==> src/rtl/axis_pkg.sv <==
// Shared definitions for the AXIS sample-packing stages.
// Holds default stream geometry, the run/idle state type, and a helper that
// turns a count of valid samples into a low-aligned tkeep byte mask.
package axis_pkg;

  localparam int unsigned DefDataWidth   = 256;
  localparam int unsigned DefKeepWidth   = DefDataWidth / 8;
  localparam int unsigned DefDepth       = 400;
  localparam int unsigned DefSampleWidth = 16;
  localparam int unsigned DefSpb         = DefDataWidth / DefSampleWidth;

  // Widest tkeep the mask helper can describe; callers slice it down.
  localparam int unsigned KeepMaskWidth  = 64;

  typedef enum logic {
    StIdle,
    StRun
  } run_state_e;

  // Lower (n_samples * sample_bytes) bytes set, remaining bytes clear.
  function automatic logic [KeepMaskWidth-1:0] keep_mask(input int unsigned n_samples,
                                                         input int unsigned sample_bytes);
    int unsigned n_bytes;
    n_bytes = n_samples * sample_bytes;
    if (n_bytes >= KeepMaskWidth) begin
      return '1;
    end
    return (KeepMaskWidth'(1) << n_bytes) - KeepMaskWidth'(1);
  endfunction

endpackage

==> src/rtl/axis_skid_fifo2.sv <==
// Two-entry AXIS output FIFO with a dual push port.
// Ports:
//   clk, rst_n       clock, asynchronous active-low reset
//   push_a, data_a   first push of the cycle
//   push_b, data_b   second push of the cycle, ordered after push_a
//   valid, data      head entry (registered), ready pops it
//   full, empty      occupancy flags
//   drop             a push found no room this cycle and was discarded
// A pop and push may share a cycle, even when full: the pop frees room first.
module axis_skid_fifo2 #(
  parameter int unsigned Width = 8
) (
  input  logic             clk,
  input  logic             rst_n,
  input  logic             push_a,
  input  logic [Width-1:0] data_a,
  input  logic             push_b,
  input  logic [Width-1:0] data_b,
  output logic             valid,
  output logic [Width-1:0] data,
  input  logic             ready,
  output logic             full,
  output logic             empty,
  output logic             drop
);

  logic [Width-1:0] slot0_q, slot0_d;
  logic [Width-1:0] slot1_q, slot1_d;
  logic [1:0]       count_q, count_d;

  assign valid = (count_q != 2'd0);
  assign empty = (count_q == 2'd0);
  assign full  = (count_q == 2'd2);
  assign data  = slot0_q;

  // Pop first, then append pushes in order; count_d tracks running occupancy.
  always_comb begin
    slot0_d = slot0_q;
    slot1_d = slot1_q;
    count_d = count_q;
    drop    = 1'b0;
    if (valid && ready) begin
      slot0_d = slot1_q;
      count_d = count_q - 2'd1;
    end
    if (push_a) begin
      if (count_d == 2'd0) begin
        slot0_d = data_a;
        count_d = 2'd1;
      end else if (count_d == 2'd1) begin
        slot1_d = data_a;
        count_d = 2'd2;
      end else begin
        drop = 1'b1;
      end
    end
    if (push_b) begin
      if (count_d == 2'd0) begin
        slot0_d = data_b;
        count_d = 2'd1;
      end else if (count_d == 2'd1) begin
        slot1_d = data_b;
        count_d = 2'd2;
      end else begin
        drop = 1'b1;
      end
    end
  end

  always_ff @(posedge clk or negedge rst_n) begin
    if (!rst_n) begin
      slot0_q <= '0;
      slot1_q <= '0;
      count_q <= 2'd0;
    end else begin
      slot0_q <= slot0_d;
      slot1_q <= slot1_d;
      count_q <= count_d;
    end
  end

endmodule

==> src/rtl/axis_sample_packer.sv <==
// Packs a non-backpressurable stream of samples into AXIS beats and frames
// them into DMA packets of AXIS_DATA_DEPTH beats.
// Ports:
//   clk, rst_n                      clock, asynchronous active-low reset
//   enable                          acquisition gate; falling edge flushes
//   sample_data, sample_valid       sample strobe, no backpressure
//   AXIS_sample_packer_AXIS_*       AXI-Stream master towards the DMA
//   overflow                        sticky, a beat was dropped (cleared on run start)
//   packet_count                    packets pushed with tlast, wraps
// A completed beat that is not the last of its packet waits in a staging
// register until the next sample or a flush decides its tlast.
module axis_sample_packer
  import axis_pkg::*;
#(
  parameter int unsigned AXIS_DATA_WIDTH = DefDataWidth,
  parameter int unsigned AXIS_DATA_KEEP  = DefKeepWidth,
  parameter int unsigned AXIS_DATA_DEPTH = DefDepth,
  parameter int unsigned SAMPLE_WIDTH    = DefSampleWidth
) (
  input  logic                       clk,
  input  logic                       rst_n,
  input  logic                       enable,
  input  logic [SAMPLE_WIDTH-1:0]    sample_data,
  input  logic                       sample_valid,
  output logic [AXIS_DATA_WIDTH-1:0] AXIS_sample_packer_AXIS_tdata,
  output logic [AXIS_DATA_KEEP-1:0]  AXIS_sample_packer_AXIS_tkeep,
  output logic                       AXIS_sample_packer_AXIS_tlast,
  output logic                       AXIS_sample_packer_AXIS_tvalid,
  input  logic                       AXIS_sample_packer_AXIS_tready,
  output logic                       overflow,
  output logic [31:0]                packet_count
);

  localparam int unsigned Spb         = AXIS_DATA_WIDTH / SAMPLE_WIDTH;
  localparam int unsigned SampleBytes = SAMPLE_WIDTH / 8;
  localparam int unsigned CntW        = (Spb > 1) ? $clog2(Spb) : 1;
  localparam int unsigned BeatW       = $clog2(AXIS_DATA_DEPTH);
  localparam int unsigned LaneW       = $clog2(AXIS_DATA_WIDTH);
  localparam int unsigned EntryW      = AXIS_DATA_WIDTH + AXIS_DATA_KEEP + 1;

  localparam logic [CntW-1:0]           LastLane = CntW'(Spb - 1);
  localparam logic [BeatW-1:0]          LastBeat = BeatW'(AXIS_DATA_DEPTH - 1);
  localparam logic [AXIS_DATA_KEEP-1:0] FullKeep = '1;

  run_state_e state_q, state_d;
  logic       rise, fall, accept;

  logic [CntW-1:0]            samp_cnt_q, samp_cnt_d, cnt_eff;
  logic [BeatW-1:0]           beat_cnt_q, beat_cnt_d, beat_eff;
  logic [AXIS_DATA_WIDTH-1:0] accum_q, accum_d, accum_new;
  logic                       stage_valid_q, stage_valid_d;
  logic [AXIS_DATA_WIDTH-1:0] stage_q, stage_d;
  logic                       overflow_q, overflow_d;
  logic [31:0]                pkt_cnt_q, pkt_cnt_d;
  logic [LaneW-1:0]           lane_base;

  logic [KeepMaskWidth-1:0]   keep_wide;
  logic [AXIS_DATA_KEEP-1:0]  partial_keep;

  logic              push_a, push_b, fifo_drop;
  logic [EntryW-1:0] entry_a, entry_b, fifo_head;
  logic              fifo_full, fifo_empty;
  logic              unused_flags;

  // Run/idle tracker; the registered state doubles as the delayed enable.
  always_comb begin
    state_d = enable ? StRun : StIdle;
    rise    = enable && (state_q == StIdle);
    fall    = !enable && (state_q == StRun);
  end

  always_ff @(posedge clk or negedge rst_n) begin
    if (!rst_n) begin
      state_q <= StIdle;
    end else begin
      state_q <= state_d;
    end
  end

  assign accept = enable && sample_valid;

  // A run start restarts framing even if the sample of that cycle is accepted.
  assign cnt_eff   = rise ? '0 : samp_cnt_q;
  assign beat_eff  = rise ? '0 : beat_cnt_q;
  assign lane_base = LaneW'(32'(cnt_eff) * SAMPLE_WIDTH);

  always_comb begin
    accum_new = accum_q;
    accum_new[lane_base +: SAMPLE_WIDTH] = sample_data;
  end

  assign keep_wide    = keep_mask(32'(samp_cnt_q), SampleBytes);
  assign partial_keep = keep_wide[AXIS_DATA_KEEP-1:0];

  always_comb begin
    samp_cnt_d    = cnt_eff;
    beat_cnt_d    = beat_eff;
    accum_d       = accum_q;
    stage_valid_d = stage_valid_q;
    stage_d       = stage_q;
    pkt_cnt_d     = pkt_cnt_q;
    push_a        = 1'b0;
    push_b        = 1'b0;
    entry_a       = '0;
    entry_b       = '0;
    if (fall) begin
      if (samp_cnt_q != '0) begin
        if (stage_valid_q) begin
          push_a  = 1'b1;
          entry_a = {1'b0, FullKeep, stage_q};
          push_b  = 1'b1;
          entry_b = {1'b1, partial_keep, accum_q};
        end else begin
          push_a  = 1'b1;
          entry_a = {1'b1, partial_keep, accum_q};
        end
        pkt_cnt_d = pkt_cnt_q + 32'd1;
      end else if (stage_valid_q) begin
        push_a    = 1'b1;
        entry_a   = {1'b1, FullKeep, stage_q};
        pkt_cnt_d = pkt_cnt_q + 32'd1;
      end
      samp_cnt_d    = '0;
      beat_cnt_d    = '0;
      accum_d       = '0;
      stage_valid_d = 1'b0;
    end else if (accept) begin
      // Any further sample proves the staged beat was not the packet's last.
      if (stage_valid_q) begin
        push_a        = 1'b1;
        entry_a       = {1'b0, FullKeep, stage_q};
        stage_valid_d = 1'b0;
      end
      if (cnt_eff == LastLane) begin
        samp_cnt_d = '0;
        accum_d    = '0;
        if (beat_eff == LastBeat) begin
          if (push_a) begin
            push_b  = 1'b1;
            entry_b = {1'b1, FullKeep, accum_new};
          end else begin
            push_a  = 1'b1;
            entry_a = {1'b1, FullKeep, accum_new};
          end
          beat_cnt_d = '0;
          pkt_cnt_d  = pkt_cnt_q + 32'd1;
        end else begin
          stage_valid_d = 1'b1;
          stage_d       = accum_new;
          beat_cnt_d    = beat_eff + 1'b1;
        end
      end else begin
        samp_cnt_d = cnt_eff + 1'b1;
        accum_d    = accum_new;
      end
    end
  end

  // A drop in the run-start cycle must survive the clear.
  assign overflow_d = (rise ? 1'b0 : overflow_q) | fifo_drop;

  always_ff @(posedge clk or negedge rst_n) begin
    if (!rst_n) begin
      samp_cnt_q    <= '0;
      beat_cnt_q    <= '0;
      accum_q       <= '0;
      stage_valid_q <= 1'b0;
      stage_q       <= '0;
      overflow_q    <= 1'b0;
      pkt_cnt_q     <= '0;
    end else begin
      samp_cnt_q    <= samp_cnt_d;
      beat_cnt_q    <= beat_cnt_d;
      accum_q       <= accum_d;
      stage_valid_q <= stage_valid_d;
      stage_q       <= stage_d;
      overflow_q    <= overflow_d;
      pkt_cnt_q     <= pkt_cnt_d;
    end
  end

  axis_skid_fifo2 #(
    .Width (EntryW)
  ) u_fifo (
    .clk    (clk),
    .rst_n  (rst_n),
    .push_a (push_a),
    .data_a (entry_a),
    .push_b (push_b),
    .data_b (entry_b),
    .valid  (AXIS_sample_packer_AXIS_tvalid),
    .data   (fifo_head),
    .ready  (AXIS_sample_packer_AXIS_tready),
    .full   (fifo_full),
    .empty  (fifo_empty),
    .drop   (fifo_drop)
  );

  assign AXIS_sample_packer_AXIS_tdata = fifo_head[AXIS_DATA_WIDTH-1:0];
  assign AXIS_sample_packer_AXIS_tkeep = fifo_head[AXIS_DATA_WIDTH +: AXIS_DATA_KEEP];
  assign AXIS_sample_packer_AXIS_tlast = fifo_head[EntryW-1];
  assign overflow                      = overflow_q;
  assign packet_count                  = pkt_cnt_q;

  assign unused_flags = ^{fifo_full, fifo_empty, keep_wide};

endmodule

==> config.mk <==
export PLATFORM = sky130hd
export DESIGN_NAME = axis_sample_packer
export DESIGN_NICKNAME = d
export VERILOG_FILES = /design/src/rtl/axis_pkg.sv /design/src/rtl/axis_skid_fifo2.sv /design/src/rtl/axis_sample_packer.sv
export SDC_FILE = /design/constraint.sdc
export NUM_CORES = 2
export LEC_CHECK = 0
export BUFFER_PORTS_ARGS = -buffer_cell sky130_fd_sc_hd__clkbuf_2
export CELL_PAD_IN_SITES_DETAIL_PLACEMENT = 1
export CELL_PAD_IN_SITES_GLOBAL_PLACEMENT = 1
export CORE_MARGIN = 2
export CORE_UTILIZATION = 45
export DETAILED_ROUTE_END_ITERATION = 12
export PLACE_DENSITY_LB_ADDON = 0.1
export SYNTH_ARGS = -nofsm -noshare
export SYNTH_HDL_FRONTEND = slang
export SYNTH_SLANG_ARGS = --single-unit
==> constraint.sdc <==
create_clock -name clk -period 5.9 [get_ports clk]
set_input_delay 0.59 -clock clk [delete_from_list [all_inputs] [get_ports clk]]
set_output_delay 0.59 -clock clk [all_outputs]
set_load 0.02 [all_outputs]
==> results.cfg <==
[floorplan]
dieHeight_um = 365.6
io_pins = 344
num_rows = 132
dieArea_sq_mm = 0.1336
fp.dieW_um = 365.6
core_area_sq_mm = 0.1296
start_util_pct = 45.38

[timing]
finalSetupTns_ps = 0
finalCritPeriodShare_pct = 87.00
tightest_slew_ps = 1258
finalSetupViolCount = 0
timing.slew.headroom_pct = 15.59
whs_ps = 169.5
hold_viol = 0
rsz0062_at_grt = false
fmax_mhz = 194.8
fin_skew_ps = 26.99
drv_slew = 0
period_needed_ps = 5133

[route]
vias = 56510
post_drt_wl_per_cell_um = 28.77
routed_wl_mm = 243.5
dr.pass1.iters = 6
route.detailed.drc = 0
drt_iter0_drc = 5789
viasPerCell = 6.676
ant_nets = 0

[power_and_ir_drop]
p_leak_nw = 28.85
p_int_mw = 17.31
sw_frac_of_total_pct = 36.41
power_density_mw_per_mm2 = 408.9
p_total_mw = 27.22
max-vdd-ir-drop_mv = 0.3608
power_frac_comb_pct = 28.5
power.switching_mw = 9.909
seq_power_share_pct = 40.0
pwr-share-clk_pct = 31.5

[synth]
synth-xor-area-share_pct = 0.5955
synth_warnings = 0
yosys-top-cells-count = 1277 x nand2_1, 1140 x dfrtp_1, 617 x o21ai_0
ys_types = 78
synthAdderAreaFrac_pct = 0.3403
avgSynthCellArea_sq_um = 8.893
syn_nets = 6653
seq_area_frac_synth_pct = 48.49
synthTopCellsByArea = dfrtp_1 48%, nand2_1 8.1%, o21ai_0 5.2%, clkbuf_1 3.6%, a21oi_1 3.4%
synth_compound_area_share_pct = 27.16
synthMuxAreaShare_pct = 3.594
synth_top_area_share_pct = 48.49
synth-async-reset-ratio_pct = 100.0
synth_top_flop_cell = dfrtp_1
synth-simple-area-share_pct = 15.22
synth_area_sq_mm = 0.05883
synth_top_cell_by_area = dfrtp_1
synth_edf_count = 0
synth_seq_cells = 1140
syn_inst = 6616
synth_most_common_cell = nand2_1
synth_top_family_by_area = compound AO/OA/AOI/OAI gates

[critical_path]
critical_path_peak_fanout = 65
cp.arrival_ps = 5840
critPathRequiredTime_ps = 6600
worstSetupPathType = reg2reg
crit_path_start_kind = flop
end_kind = flop

[clock_network]
numCtsBuffers = 135
clock_latency_ps = 780
clock_path_buffers = 3
cts_tree = yes
htreeDepth = 4
root_buffer = clkbuf_16
clkTransAtPathRegs_ps = 60
clock-sinks = 1140

[final_layout]
fin_util_pct = 51.34
fin_nets = 6662
syn2layout_area_growth_pct = 13.13
layout.cells.non_filler = 8465
layout-drive-gt1-share_pct = 11.93
ff_latch_area_sq_mm = 0.02853
multiInputGateArea_sq_mm = 0.02783
fillCellCount = 14850

[global_route]
grt.met3_usage_pct = 6.776
grt_max_degree = 196
grt.total_usage_pct = 35.96
use_met1_pct = 47.75
busiest_layer = met2
overflow = 0
grt_util_met2_pct = 56.80
grt_pass1_wl_mm = 368.7
antenna_found_initial = 6
first_global_vias = 58160

[min_path]
hp-class = in2reg

[placement]
io_buffers = 343
globalplace.congestion = 0.8847
place_inst = 8229
dp_hpwl_mm = 145.2

[status]
outcome = complete, no violations

[run]
cap_violations = 0
[cell usage in the layout, fill, tap and decap left out, types with 26 or more instances in the layout]
master / n
clkbuf_16: 140
o2bb2ai_1: 81
inv_1: 48
a221o_1: 128
o21ai_0: 616
clkinv_2: 26
nand4_1: 34
nor2_1: 476
mux2i_1: 191
o21ai_1: 53
buf_12: 32
a211oi_1: 94
a22oi_1: 177
nor3_1: 55
nand3_1: 230
a22o_1: 66
o22ai_1: 117
buf_4: 136
a21oi_1: 401
a32o_1: 145
dfrtp_1: 1140
a31oi_1: 82
a221oi_1: 177
o211ai_1: 53
clkbuf_2: 342
nand2_1: 1275
clkbuf_8: 36
[stage by stage]
stage | area (sq um) | worst slack (ps)
2_1_floorplan | 58830 | 1324
3_3_place_gp | 62110 | 966.6
3_5_place_dp | 62110 | 756.2
4_1_cts | 66560 | 882.6
5_1_grt | 66560 | 519.5
6_report | 66560 | 767.2
[path summary, 6_finish.rpt]
check,slack (ps),to,depth (start not counted),startpoint
max reg2reg,770,u_fifo.data[59],13,samp_cnt_q[0]
max in group asynchronous,3900,u_fifo.slot1_q[131],4,rst_n
min in group asynchronous,460,stage_q[66],2,rst_n
max,770,u_fifo.data[59],13,samp_cnt_q[0]
min reg2reg,500,packet_count[13],1,packet_count[13]
min,170,state_q,2,enable
[what timing repair did]
item	4_1_cts	5_1_grt
hold buffers	1	0
resized for setup	0	0
endpoints found under the hold margin	90	0
buffers inserted	0	0
[flip-flops by register name, summed over array words and instances, names as in the netlist]
| name | cells |
|---|---|
| u_fifo.data | 289 |
| u_fifo.slot1_q | 289 |
| accum_q | 256 |
| stage_q | 256 |
| packet_count | 32 |
| beat_cnt_q | 9 |
| samp_cnt_q | 4 |
| u_fifo.count_q | 2 |
| overflow | 1 |
| stage_valid_q | 1 |
| state_q | 1 |
[power by group through the flow]
stage | Clock [mW] | Combinational (mW) | Sequential (mW)
final | 8.57 | 7.77 | 10.9
after global routing | 8.97 | 8.40 | 11.0
after CTS | 8.66 | 7.70 | 10.8
after detailed placement | 0 | 7.64 | 11.0
after global placement | 0 | 7.41 | 10.9
after floorplan | 0 | 4.04 | 11.3
[area by class of cell]
type,instances,share of cell area [%]
clock buffer,196,6.121
tap,1742,3.275
inverter,49,0.2763
multi-input combinational,4787,41.82
antenna,2,0.007519
clock inverter,37,0.5414
sequential,1140,42.86
timing repair buffer,512,5.105
[kinds of logic after synthesis]
kind of cell             after synthesis
AO/OA/AOI/OAI                       2344
AND/OR/NAND/NOR                     2178
flip-flops                          1140
buffers and inverters                689
multiplexers                         209
XOR/XNOR                              40
adder cells (fa/ha/maj)               16
[routing by layer]
layer	share of wire [%]	wire length, um
met5	0.011	28
met4	4.9	11820
met3	7.8	19050
met2	46	112400
met1	41	100200
[worst max-delay path: stages, from the launching register on]
cell,delay (ps)
dfrtp_1,380
or4_1,520
buf_4,210
inv_1,310
ha_1,240
o21ai_0,290
nor2_1,320
mux2i_1,360
ha_1,480
inv_1,200
buf_4,310
a21oi_4,280
buf_4,800
a32o_1,230
No activity file was read; power rests on OpenSTA's default activity.
